File: src/rtl/rst_seq_ctrl_pkg.sv
// Shared definitions for the reset sequencer: state encodings and the
// lock-loss counter saturation helper.
package rst_seq_ctrl_pkg;

    typedef enum logic [2:0] {
        ST_WAIT_LOCK = 3'd0,
        ST_STABLE    = 3'd1,
        ST_RELEASE   = 3'd2,
        ST_RUN       = 3'd3,
        ST_HOLD      = 3'd4
    } state_t;

    localparam logic [7:0] LOSS_SAT = 8'd255;

    function automatic logic [7:0] sat_inc(input logic [7:0] value);
        return (value == LOSS_SAT) ? value : value + 8'd1;
    endfunction

endpackage

File: src/rtl/rst_seq_ctrl_sync_2ff.sv
// Two-flop synchroniser for a single asynchronous level, with a
// synchronous active-high clear.
module sync_2ff (
    input  logic clk,
    input  logic clr,
    input  logic d,
    output logic q
);

    logic meta_r;

    // Capture the async level, then re-time it once more before use.
    always_ff @(posedge clk) begin
        if (clr) begin
            meta_r <= 1'b0;
            q      <= 1'b0;
        end else begin
            meta_r <= d;
            q      <= meta_r;
        end
    end

endmodule

File: src/rtl/rst_seq_ctrl.sv
// Reset sequencer: waits for a stable PLL lock, releases domain resets in
// order with fixed gaps, and reasserts them on lock loss or soft reset.
module rst_seq_ctrl
    import rst_seq_ctrl_pkg::*;
#(
    parameter int N_DOM           = 4,
    parameter int LOCK_STABLE_CYC = 256,
    parameter int STEP_GAP_CYC    = 16,
    parameter int SRST_HOLD_CYC   = 64,
    parameter int CNT_W           = 16
) (
    input  logic             clk_100m,
    input  logic             rst,
    input  logic             pll_locked,
    input  logic             soft_rst_req,
    output logic             soft_rst_ack,
    output logic [N_DOM-1:0] dom_rst,
    output logic             all_released,
    output logic [2:0]       state_o,
    output logic [7:0]       lock_loss_cnt
);

    localparam int               IDX_W       = (N_DOM > 1) ? $clog2(N_DOM) : 1;
    localparam logic [IDX_W-1:0] LAST_IDX    = IDX_W'(N_DOM - 1);
    localparam logic [CNT_W-1:0] STABLE_LAST = CNT_W'(LOCK_STABLE_CYC - 1);
    localparam logic [CNT_W-1:0] GAP_LAST    = CNT_W'(STEP_GAP_CYC - 1);
    localparam logic [CNT_W-1:0] HOLD_LAST   = CNT_W'(SRST_HOLD_CYC - 1);
    localparam logic [N_DOM-1:0] ALL_ON      = {N_DOM{1'b1}};

    state_t           state_r;
    logic [CNT_W-1:0] cnt_r;
    logic [IDX_W-1:0] idx_r;
    logic             locked_s;

    sync_2ff u_lock_sync (
        .clk (clk_100m),
        .clr (rst),
        .d   (pll_locked),
        .q   (locked_s)
    );

    assign state_o = state_r;

    // Sequencer FSM; one counter serves the stable, gap and hold phases.
    always_ff @(posedge clk_100m) begin
        if (rst) begin
            state_r       <= ST_WAIT_LOCK;
            cnt_r         <= '0;
            idx_r         <= '0;
            dom_rst       <= ALL_ON;
            all_released  <= 1'b0;
            soft_rst_ack  <= 1'b0;
            lock_loss_cnt <= 8'd0;
        end else begin
            soft_rst_ack <= 1'b0;
            case (state_r)
                ST_WAIT_LOCK: begin
                    dom_rst      <= ALL_ON;
                    all_released <= 1'b0;
                    cnt_r        <= '0;
                    if (locked_s) begin
                        state_r <= ST_STABLE;
                    end else begin
                        state_r <= ST_WAIT_LOCK;
                    end
                end
                ST_STABLE: begin
                    if (!locked_s) begin
                        state_r <= ST_WAIT_LOCK;
                        cnt_r   <= '0;
                    end else if (cnt_r == STABLE_LAST) begin
                        state_r <= ST_RELEASE;
                        cnt_r   <= '0;
                        idx_r   <= '0;
                    end else begin
                        cnt_r <= cnt_r + 1'b1;
                    end
                end
                ST_RELEASE: begin
                    if (!locked_s) begin
                        state_r       <= ST_WAIT_LOCK;
                        dom_rst       <= ALL_ON;
                        all_released  <= 1'b0;
                        cnt_r         <= '0;
                        lock_loss_cnt <= sat_inc(lock_loss_cnt);
                    end else if (cnt_r == GAP_LAST) begin
                        cnt_r          <= '0;
                        dom_rst[idx_r] <= 1'b0;
                        if (idx_r == LAST_IDX) begin
                            idx_r        <= '0;
                            state_r      <= ST_RUN;
                            all_released <= 1'b1;
                        end else begin
                            idx_r <= idx_r + 1'b1;
                        end
                    end else begin
                        cnt_r <= cnt_r + 1'b1;
                    end
                end
                ST_RUN: begin
                    // Lock loss takes priority; a held request is seen again later.
                    if (!locked_s) begin
                        state_r       <= ST_WAIT_LOCK;
                        dom_rst       <= ALL_ON;
                        all_released  <= 1'b0;
                        lock_loss_cnt <= sat_inc(lock_loss_cnt);
                    end else if (soft_rst_req) begin
                        state_r      <= ST_HOLD;
                        dom_rst      <= ALL_ON;
                        all_released <= 1'b0;
                        cnt_r        <= '0;
                    end else begin
                        dom_rst <= '0;
                    end
                end
                ST_HOLD: begin
                    if (!locked_s) begin
                        state_r       <= ST_WAIT_LOCK;
                        cnt_r         <= '0;
                        lock_loss_cnt <= sat_inc(lock_loss_cnt);
                    end else if (cnt_r == HOLD_LAST) begin
                        state_r      <= ST_RELEASE;
                        soft_rst_ack <= 1'b1;
                        cnt_r        <= '0;
                        idx_r        <= '0;
                    end else begin
                        cnt_r <= cnt_r + 1'b1;
                    end
                    dom_rst      <= ALL_ON;
                    all_released <= 1'b0;
                end
                default: begin
                    state_r      <= ST_WAIT_LOCK;
                    cnt_r        <= '0;
                    idx_r        <= '0;
                    dom_rst      <= ALL_ON;
                    all_released <= 1'b0;
                end
            endcase
        end
    end

endmodule

File: config.mk
export PLATFORM = sky130hd
export DESIGN_NAME = rst_seq_ctrl
export DESIGN_NICKNAME = d
export VERILOG_FILES = /design/src/rtl/rst_seq_ctrl_pkg.sv /design/src/rtl/rst_seq_ctrl_sync_2ff.sv /design/src/rtl/rst_seq_ctrl.sv
export SDC_FILE = /design/constraint.sdc
export NUM_CORES = 1
export LEC_CHECK = 0
export BUFFER_PORTS_ARGS = -buffer_cell sky130_fd_sc_hd__buf_4
export CORE_MARGIN = 5
export CORE_UTILIZATION = 55
export CTS_CLUSTER_SIZE = 28
export DETAILED_ROUTE_END_ITERATION = 8
export MAX_ROUTING_LAYER = met4
export PLACE_DENSITY = 0.75
export SYNTH_ARGS = -nofsm -noshare
export SYNTH_HDL_FRONTEND = slang
export SYNTH_SLANG_ARGS = --single-unit
File: constraint.sdc
create_clock -name clk_100m -period 2 [get_ports clk_100m]
set_input_delay 0.2 -clock clk_100m [delete_from_list [all_inputs] [get_ports clk_100m]]
set_output_delay 0.2 -clock clk_100m [all_outputs]
set_load 0.02 [all_outputs]
==> results of run 1 <==
## critical path, delay by kind of cell, from the launching register on
family	cells	cell delay (ps)
flip-flops	1	370
buffers and inverters	1	170
AO/OA/AOI/OAI	1	220
AND/OR/NAND/NOR	4	1020
## area by class of cell
type / count / area [µm²] / share of cell area (%)
clock buffers: 7 / 55.05 / 2.424
inverters: 6 / 22.52 / 0.9917
multi-input cells: 169 / 1157 / 50.96
flip-flops and latches: 37 / 740.7 / 32.62
well taps: 46 / 57.56 / 2.534
repair buffers: 30 / 237.7 / 10.47
## per-stage QoR
| step | setup slack (ps) | utilization, % | area, µm² | hold WS [ps] |
|---|---|---|---|---|
| 2_1_floorplan | 129.3 | - | 1958 | 328.2 |
| 3_3_place_gp | 163.1 | 65.19 | 2210 | 417.4 |
| 3_5_place_dp | 134.3 | 65.19 | 2210 | 416.7 |
| 4_1_cts | 117.7 | 66.81 | 2265 | 58.73 |
| 5_1_grt | 14.83 | 67.00 | 2271 | 46.41 |
| 6_report | 117.9 | 67.00 | 2271 | 68.96 |
## per-layer routing
metal / vias up / share of wire (%) / track usage [%] / wire length [µm]
li1: 836 / - / - / -
met3: 7 / 5.1 / 3.913 / 200
met2: 38 / 46 / 27.33 / 1804
met5: - / 0 / - / 0
met1: 766 / 47 / 22.82 / 1814
met4: 0 / 1.8 / 7.021 / 71
## cells by family after synthesis
family | share of synthesized area (%)
AO/OA/AOI/OAI | 12.72
XOR/XNOR | 9.841
adder cells (fa/ha/maj) | 3.834
buffers and inverters | 3.386
flip-flops | 37.83
multiplexers | 2.045
AND/OR/NAND/NOR | 30.35
## cell usage in the layout, fill, tap and decap left out, types with 2 or more instances in the layout
cell      netlist  layout
nor2_1         37      37
nor4_1          3       3
dfxtp_1        37      37
inv_1           6       6
o21ai_0         6       6
and4_1          2       2
mux2i_1         4       4
nand4_1         7       7
nand2b_1        6       6
xnor2_1         8       8
ha_1            6       5
o21bai_1        2       2
nand3_1        12      12
nand3b_1        2       2
a21oi_1         4       3
nor2b_1         3       3
buf_4           1      29
and3_1          4       4
and4bb_2        4       4
nor3_1          4       4
xor2_1         14      14
and2_1          3       3
a211oi_1        2       2
o21a_1          3       3
a21bo_2         3       3
clkbuf_4        0       5
nand2_1        11      11
## where the power goes
group	internal [W]	switching (W)
clock	0.000166	0.000224
sequential	0.000739	0.00000396
combinational	0.0000133	0.0000194
## registers in the layout (all words and copies together) (netlist names)
name and flops:
soft_rst_ack 1, cnt_r 16, u_lock_sync.meta_r 1, lock_loss_cnt 8
dom_rst 4, idx_r 2, u_lock_sync.q 1, state_o 3
all_released 1
## final timing paths
kind | endpoint | depth (start not counted) | slack (ps)
worst max-delay path | cnt_r[8] | 6 | 120
worst min-delay path | u_lock_sync.meta_r | 2 | 70
worst max register to register | cnt_r[8] | 6 | 120
worst min register to register | u_lock_sync.q | 1 | 460
==> run summary, run 1 <==
Traced cell by cell, the critical path runs through nor4_1 -> nand4_1 -> and2_1 -> o31ai_4 -> buf_12 -> nor2_1. The critical path class is register to register. The net count of the finished layout is 259. The cell area after technology mapping came out at 1958 µm².

The total count of max-transition violations in the final report is 0. The total of cells resized after clock tree synthesis came out at 0. The H-tree was split into 2 levels.

The number of buffers inserted to repair setup after CTS is 0. After synthesis, the cell types taking the most area are dfxtp_1 (38%), nor2_1 (7.1%), xor2_1 (6.3%). The netlist uses 48 different library cells. For this run, asynchronously set or reset flops after synthesis account for 0%. For this run, the slowest stage of the critical path takes 460 ps.

Counting instances in the post-synthesis netlist gives the leading cell types as dfxtp_1 (37), nor2_1 (37), xor2_1 (14). The finished layout holds 295 standard cells, fillers aside. The synthesized instance count came out at 220. The instance count after placement with tap cells included is 288.

The number of register bits inferred by synthesis came out at 37. The root buffer cell chosen for the clock tree is clkbuf_4. The number of port buffers is 20. The top fanout value on the critical path came out at 15. Across the run, the number of max-cap violations was 0. Dividing the detail-routed via count by the number of cells gives 5.583. The number of antenna violations at the first check in global routing came out at 0. The count of antenna-violating nets left after detailed routing is 0. The startpoint class of the critical path is a register. The flow ran to the end, and the final reports show no timing, DRC or antenna violations.

The number of iterations in the first detailed-routing pass came out at 4. The placeable core region came out at 3390 µm². The register clock-pin slew on the reported worst setup and hold paths is 100 ps. The power per cell area is 513.4 nW/µm². The combined global-route utilization of all metal layers came out at 17.81%. Dividing the final minimum period by the clock period gives 94.11%. The die extent in x is 69.67 µm. The number of global-route vias before repair came out at 1569. The sink count of the clock tree is 37. Static timing analysis puts the maximum clock frequency at 0.5313 GHz. The placer's final routability congestion estimate came out at 0.7872. The synthesized design spends more area on one cell type than any other, namely dfxtp_1. The completed layout was analyzed and its total power is 0.001166 W.

The reg-to-reg startpoint is cnt_r[6]. Setup repair after global routing left no endpoint under its margin. The first-pass GRT wire length came out at 6920 µm.

For this run, the register share of the synthesized area comes to 37.83%. The number of top-level design ports came out at 21. The overall overflow remaining after global route came out at 0. The setup skew after layout came out at 3.346 ps. TritonCTS built the clock tree. The setup TNS after final layout is 0 ps. The critical path data arrival time came out at 2120 ps. The overall die area came out at 4853 µm².

The number of clock buffers inserted by TritonCTS came out at 5. After floorplanning, the core was divided into 21 placement rows. The number of antenna cells inserted is 0. The insertion delay to the later sink of the worst-skew pair came out at 340 ps. The static leakage is 0.8762 nW. The number of warnings issued by yosys came out at 0. The fraction of post-synthesis cell area in the top cell type by area is 37.83%. The worst setup path is captured at a register. The floorplan die height came out at 69.67 µm. The initial core utilization came out at 57.77%. In this run, synthesis inferred 0 flip-flops with an integrated enable. The worst-case headroom to the max-slew limit came out at 65.98%.

For this block, the routed nets add up to 3891 µm of wire. The total via count in the routed design came out at 1647. The slowest stage of the critical path is the nor4_1 cell. For this run, design rule violations remaining after detail routing come to 0. The count of endpoints failing setup in the final report is 0. The detailed placer's ending HPWL is 2916 µm. The pin count of the biggest net entering global routing came out at 18. The post-synth net total is 230. Subtracting the final worst setup slack from the clock period gives 1882 ps.

The number of hold violations in the final report came to 0. The layout overhead on the synthesized area is 15.97%. A synthesized cell averages 8.901 µm². The min-delay analysis places its worst path in the category input pin to register. At the pin with the least slew margin, the transition time is 507.3 ps. Among all flip-flop cells after synthesis, the most frequent one is dfxtp_1. In the final layout, the share of cells above drive strength 1 is 22.09%. The post-detailed-route wirelength per cell came out at 13.19 µm. Data on the critical path is required at its endpoint by 2240 ps. The number of violations reported at the end of detailed-routing iteration 0 came out at 100. The critical path starts at cnt_r[6]. The number of hold-repair buffers added at the cts stage came out at 0. Fill cells in the final layout number 286. The startpoint identified for the worst hold timing path is pll_locked. IR analysis of the VDD net gives a maximum drop of 0.0004285 V.

The maximum buffer depth of the clock tree came out at 2.
(Power assumes the default switching activity.)
==> inputs of run 2 (changes only) <==
Settings changed: CTS_BUF_LIST set to sky130_fd_sc_hd__clkbuf_16.
==> run summary, run 2 (same netlist as run 1, synthesis figures left out) <==
The first-pass GRT wire length was 7113 µm (+2.8%). The hold path depth came out at 2 (unchanged). The placeable core region came out at 3390 µm² (unchanged). The final critical-path required period is 1875 ps (-7.196 ps). The final routed wirelength across all metal layers is 4014 µm (+3.2%). The number of hold violations in the final report is 0 (unchanged). The total via count in the routed design came out at 1650 (+0.18%). The number of top-level design ports is 21 (unchanged). More flip-flops sit in one register than any other, and that register is cnt_r. The final design area excluding fillers came out at 2349 µm² (+3.4%). The die extent in x was 69.67 µm (unchanged). The library cells used most frequently in the layout, excluding fill and tap cells, are nor2_1 (37), dfxtp_1 (37), buf_4 (29), xor2_1 (14), nand3_1 (12).

The startpoint identified for the worst register-to-register timing path is cnt_r[1]. The initial core utilization is 57.77% (unchanged). The sink count of the clock tree is 37 (unchanged). The share of cells above drive strength 1 came out at 21.69% (-0.40 points). The DRC violations left came out at 0 (unchanged).

The total count of max-transition violations in the final report is 0 (unchanged). The critical path data arrival time is 2050 ps (-70 ps). The routed via count divided by cell count came out at 5.593 (+0.18%).

The count of antenna-violating nets left after detailed routing came out at 0 (unchanged). The number of filler cells placed in the layout is 276 (-3.5%). The setup skew after layout came out at 2.077 ps (-1.270 ps). The final net count was 259 (unchanged). The maximum resistive drop on vdd came out at 0.0005526 V (+29%). The post-route clock period utilization is 93.75% (-0.36 points). The setup TNS after final layout came to 0 ps (unchanged). The number of violations reported at the end of detailed-routing iteration 0 came out at 107 (+7.0%).

The post-detailed-route wirelength per cell came to 13.61 µm (+3.2%). The transition time at the pin with the least slew margin came out at 534.1 ps (+26.84 ps). The number of antenna cells inserted is 0 (unchanged). The met2 demand-to-capacity share in global routing came out at 28.50% (+1.2 points). The number of placement rows came out at 21 (unchanged).

The area of combinational cells with multiple inputs came to 1157 µm² (unchanged). The number of clock buffers inserted by TritonCTS is 5 (unchanged). The highest cell delay on the worst timing path is 370 ps (-90 ps).

The floorplan die height came to 69.67 µm (unchanged). The count of endpoints failing setup in the final report is 0 (unchanged). The flow ran to the end, and the final reports show no timing, DRC or antenna violations. The number of iterations in the first detailed-routing pass came to 4 (unchanged). The worst setup path is captured at a register.

Tracing the worst setup path back leads to its startpoint at cnt_r[1]. The worst-case headroom to the max-slew limit came out at 64.18% (-1.8 points). The critical path is of the register to register type.

The top fanout value on the critical path is 15 (unchanged). The required time at the endpoint of the critical path is 2170 ps (-70 ps). The insertion delay to the later sink of the worst-skew pair is 280 ps (-60 ps). The number of buffers inserted to repair setup after CTS is 0 (unchanged). Setup repair after global routing left no endpoint under its margin. The placer's final routability congestion estimate is 0.7872 (unchanged). The highest attainable clock frequency came out at 0.5334 GHz (+0.38%).

The number of antenna violations at the first check in global routing came out at 0 (unchanged). The largest registers in the layout are cnt_r (16), lock_loss_cnt (8), dom_rst (4). The root buffer cell chosen for the clock tree is clkbuf_16. Walking the worst path, the cells encountered are ha_2 -> and3_1 -> nand4_2 -> a22o_2 -> o31ai_4 -> buf_12 -> nor2_1. The overall die area came out at 4853 µm² (unchanged). The met1 routing resource usage after global routing came to 23.35% (+0.53 points). The static leakage came out at 0.9133 nW (+4.2%). The startpoint class of the critical path is a register.

The path type of the worst min-delay path is input pin to register. The layout overhead on the synthesized area is 19.94%. In this run the most critical hold path is launched from pll_locked. The pin count of the biggest net entering global routing is 18 (unchanged). The maximum buffer depth of the clock tree came out at 2 (unchanged). The post-placement cell area came out at 2210 µm² (unchanged). Among all stages on the critical path, the largest delay is contributed by dfxtp_1.

The layer flagged by global routing as most heavily used is met2. The area taken by flip-flops and latches is 740.7 µm² (unchanged). The depth of the most critical reg-to-reg path was 7 (+1). TritonCTS built the clock tree.

The combined global-route utilization of all metal layers came out at 18.46% (+0.65 points). The detailed placer's ending HPWL is 2916 µm (unchanged). The met3 usage in global routing was 5.652% (+1.7 points). The register clock-pin slew on the reported worst setup and hold paths came out at 50 ps (-50 ps). The utilization after layout is 69.29% (+2.3 points). The number of global-route vias before repair came out at 1582 (+0.83%). The number of port buffers came out at 20 (unchanged).

The CTS H-tree depth is 2 (unchanged). The flip-flop count of the largest register after layout is 16 (unchanged). The power per cell area is 636.0 nW/µm² (+24%).

The overall overflow remaining after global route came out at 0 (unchanged). The max-capacitance violation count came out at 0 (unchanged).
run 2: final cells by class:
class,instances,share of cell area (%)
multi-input combinational,169,49.28
sequential,37,31.54
timing repair buffer,30,10.12
clock buffer,5,5.328
tap,46,2.451
inverter,6,0.9590
clock inverter,2,0.3197
run 2: critical path: cells and delay by family (launching register included):
kind / cells / cell delay [ps]
simple gates: 3 / 400
flops: 1 / 370
buf+inv: 1 / 170
fa+ha+maj: 1 / 220
compound gates: 2 / 600
run 2: final timing paths:
kind                             end  slack, ps
hold / removal    u_lock_sync.meta_r        130
setup reg to reg            cnt_r[3]        130
hold reg to reg        u_lock_sync.q        450
setup / recovery            cnt_r[3]        130
run 2: per-stage QoR:
step                      setup WS, ps  std cells   power, W  hold slack [ps]
after floorplan                  129.3        220  0.0007795            328.2
after global placement           163.1        288  0.0007924            417.4
after detailed placement         134.3        288  0.0007930            416.7
after CTS                        117.2        295   0.001505            133.6
after global routing             2.333        295   0.001548            132.1
final                            125.1        295   0.001494            131.6
run 2: metal layers:
| metal | wire length, µm | part of all wire (%) |
|---|---|---|
| met5 | 0 | 0 |
| met4 | 46 | 1.1 |
| met3 | 189 | 4.7 |
| met2 | 1914 | 48 |
| met1 | 1864 | 46 |
run 2: timing repair:
| item | 4_1_cts | 5_1_grt |
|---|---|---|
| hold buffers | 0 | 0 |
| gates resized for setup | 0 | 2 |
| setup endpoints to repair | 0 | 5 |
run 2: power by group:
group / total, W / internal, W / switching (W)
sequential: 0.000745 / 0.000741 / 0.00000395
combinational: 0.0000329 / 0.0000133 / 0.0000196
clock: 0.000716 / 0.000444 / 0.000271
==> inputs of run 3 (changes only) <==
Settings changed: CELL_PAD_IN_SITES_DETAIL_PLACEMENT set to 1, CELL_PAD_IN_SITES_GLOBAL_PLACEMENT set to 1, CORE_UTILIZATION 55 to 44, PLACE_DENSITY 0.75 to unset, PLACE_DENSITY_LB_ADDON set to 0.1.
==> run summary, run 3 (same netlist as run 1, synthesis figures left out) <==
The flow ran to the end, and the final reports show no timing, DRC or antenna violations. The initial core utilization came out at 45.28% (-12 points). The number of iterations in the first detailed-routing pass is 4 (unchanged). The number of antenna cells inserted was 0 (unchanged). The first-pass GRT wire length came out at 8990 µm (+26%). The final design area excluding fillers is 2402 µm² (+2.3%). The depth of the most critical reg-to-reg path came out at 5 (-2). By startpoint and endpoint, the worst setup path is classified as register to register. The sink count of the clock tree was 37 (unchanged). The CTS H-tree depth is 2 (unchanged). In this run the worst setup path begins at cnt_r[6].

The static leakage came to 0.9328 nW (+2.1%). The layout overhead on the synthesized area is 22.68%. The pre-CTS setup slack came out at 83.05 ps (-51.26 ps). The instance count after placement with tap cells included came out at 295 (+2.4%). In the final layout, the registers with the most flip-flops are cnt_r (16), lock_loss_cnt (8), dom_rst (4). The max-capacitance violation count is 0 (unchanged).

The final critical-path required period came out at 1859 ps (-16.03 ps). CTS placed an instance of clkbuf_16 at the clock tree root. The power after layout came to 0.001649 W (+10%). Leaving out fill and tap cells, the most frequent cells in the layout are nor2_1 (37), dfxtp_1 (36), buf_4 (31), xor2_1 (14), nand3_1 (12). On the critical path the largest part of the delay comes from compound AO/OA/AOI/OAI gates. The number of hold violations in the final report is 0 (unchanged). The die extent in x came to 76.71 µm (+10%). Ranked by flip-flop count, first place goes to cnt_r. The placer's final routability congestion estimate is 0.8980 (+14%). The number of hold-repair buffers added at the cts stage came out at 0 (unchanged). The count of antenna-violating nets left after detailed routing came out at 0 (unchanged).

The overall die area was 5884 µm² (+21%). The number of placement rows is 24 (+14%). The share of cells above drive strength 1 came to 22.71% (+1.0 points). The number of top-level design ports is 21 (unchanged). The routed via count divided by cell count came out at 5.640 (+0.84%).

The setup TNS after final layout is 0 ps (unchanged). The highest cell delay on the worst timing path came out at 420 ps (+50 ps). The critical path data arrival time came out at 2030 ps (-20 ps). The number of global-route vias before repair came out at 1861 (+18%). The worst setup path is captured at a register.

The highest attainable clock frequency was 0.5380 GHz (+0.86%). The total via count in the routed design came to 1709 (+3.6%). The worst-case headroom to the max-slew limit came out at 66.14% (+2.0 points). The register clock-pin slew on the reported worst setup and hold paths is 60 ps (about the same). The maximum buffer depth of the clock tree is 2 (unchanged).

The setup slack of the critical path after layout came out at 141.1 ps (+16.03 ps). The startpoint identified for the worst register-to-register timing path is cnt_r[6]. The CTS tree is done. The worst register-to-register path ends at dom_rst[1]. The number of violations reported at the end of detailed-routing iteration 0 is 116 (+8.4%). The post-detailed-route wirelength per cell came to 17.09 µm (+26%). The insertion delay to the later sink of the worst-skew pair is 280 ps (about the same). The power per cell area is 686.6 nW/µm² (+8.0%). The worst hold path belongs to the class input pin to register. The required time at the endpoint of the critical path is 2170 ps (about the same).

The number of buffers inserted to repair setup after CTS came to 0 (unchanged). The overall overflow remaining after global route is 0 (unchanged). The number of antenna violations at the first check in global routing came out at 0 (unchanged).

The setup skew after layout is 3.531 ps (+1.455 ps). The final net count is 260 (+0.39%). The slowest library cell on the worst path is nor4_2. The register-to-register path setup slack is 140 ps (+20 ps). The cell count along the critical path came out at 5 (-2). The number of buffer and inverter stages on the critical path is 0 (-1). The flip-flop count of the largest register after layout is 16 (unchanged). The library cell used most frequently in the layout, excluding fill and tap cells, is nor2_1. The final standard cell count with taps included and fillers excluded came to 303 (+2.7%).

The final routed wirelength across all metal layers was 5178 µm (+29%). The post-route clock period utilization came out at 92.94% (-0.80 points). The transition time at the pin with the least slew margin is 504.8 ps (-29.30 ps). The number of port buffers is 20 (unchanged). The post-placement cell area came out at 2212 µm² (+0.11%). STA classifies the critical path startpoint as a register. The floorplan die height is 76.71 µm (+10%). The DRC violations left is 0 (unchanged). The total of cells resized after clock tree synthesis was 0 (unchanged). The maximum resistive drop on vdd is 0.0004810 V (-13%). The pin count of the biggest net entering global routing came out at 18 (unchanged). The capturing instance or port of the critical path is dom_rst[1]. The count of endpoints failing setup in the final report was 0 (unchanged). The number of clock buffers inserted by TritonCTS came out at 5 (unchanged). The detailed placer's ending HPWL is 3767 µm (+29%). The top fanout value on the critical path is 7 (-8). The placeable core region came out at 4324 µm² (+28%). The combined global-route utilization of all metal layers is 18.67% (+0.20 points).

Walking the worst path, the cells encountered are nor4_2 -> nand4_1 -> a21oi_1 -> o21ai_0 -> a21bo_2. The total count of max-transition violations in the final report came out at 0 (unchanged).
==> run 3: layout make-up <==
cell class	instances	area [µm²]
sequential	37	742.0
fill	522	1922
multi-input combinational	169	1177
timing repair buffer	31	232.7
clock buffer	5	125.1
clock inverter	3	37.54
inverter	6	22.52
tap	52	65.06
==> run 3: report_power, final <==
group | switching (W) | internal, W | total (W)
logic | 0.0000218 | 0.0000132 | 0.0000350
registers | 0.00000397 | 0.000740 | 0.000744
clock network | 0.000291 | 0.000579 | 0.000870
total | 0.000317 | 0.00133 | 0.00165
==> run 3: worst min-delay path by stage <==
stage	cells after the start	start	to	slack, ps
after floorplan	1	pll_locked	u_lock_sync.meta_r	330
after global placement	2	pll_locked	u_lock_sync.meta_r	410
after detailed placement	2	pll_locked	u_lock_sync.meta_r	430
after CTS	2	pll_locked	u_lock_sync.meta_r	140
after global routing	2	pll_locked	u_lock_sync.meta_r	170
final	2	pll_locked	u_lock_sync.meta_r	140
==> run 3: per-layer routing <==
layer	track usage [%]	vias to the layer above	part of all wire, %
li1	-	834	-
met1	22.06	842	44
met2	32.94	27	53
met3	3.630	6	2.5
met4	3.497	0	0.64
met5	-	-	0
==> run 3: per-stage QoR <==
step                hold WS, ps  utilization (%)
floorplan                 328.2                -
detailed placement        428.4            51.16
global route              168.1            55.56
finish                    142.7            55.56
CTS                       144.1            54.92
global placement          414.4            51.16
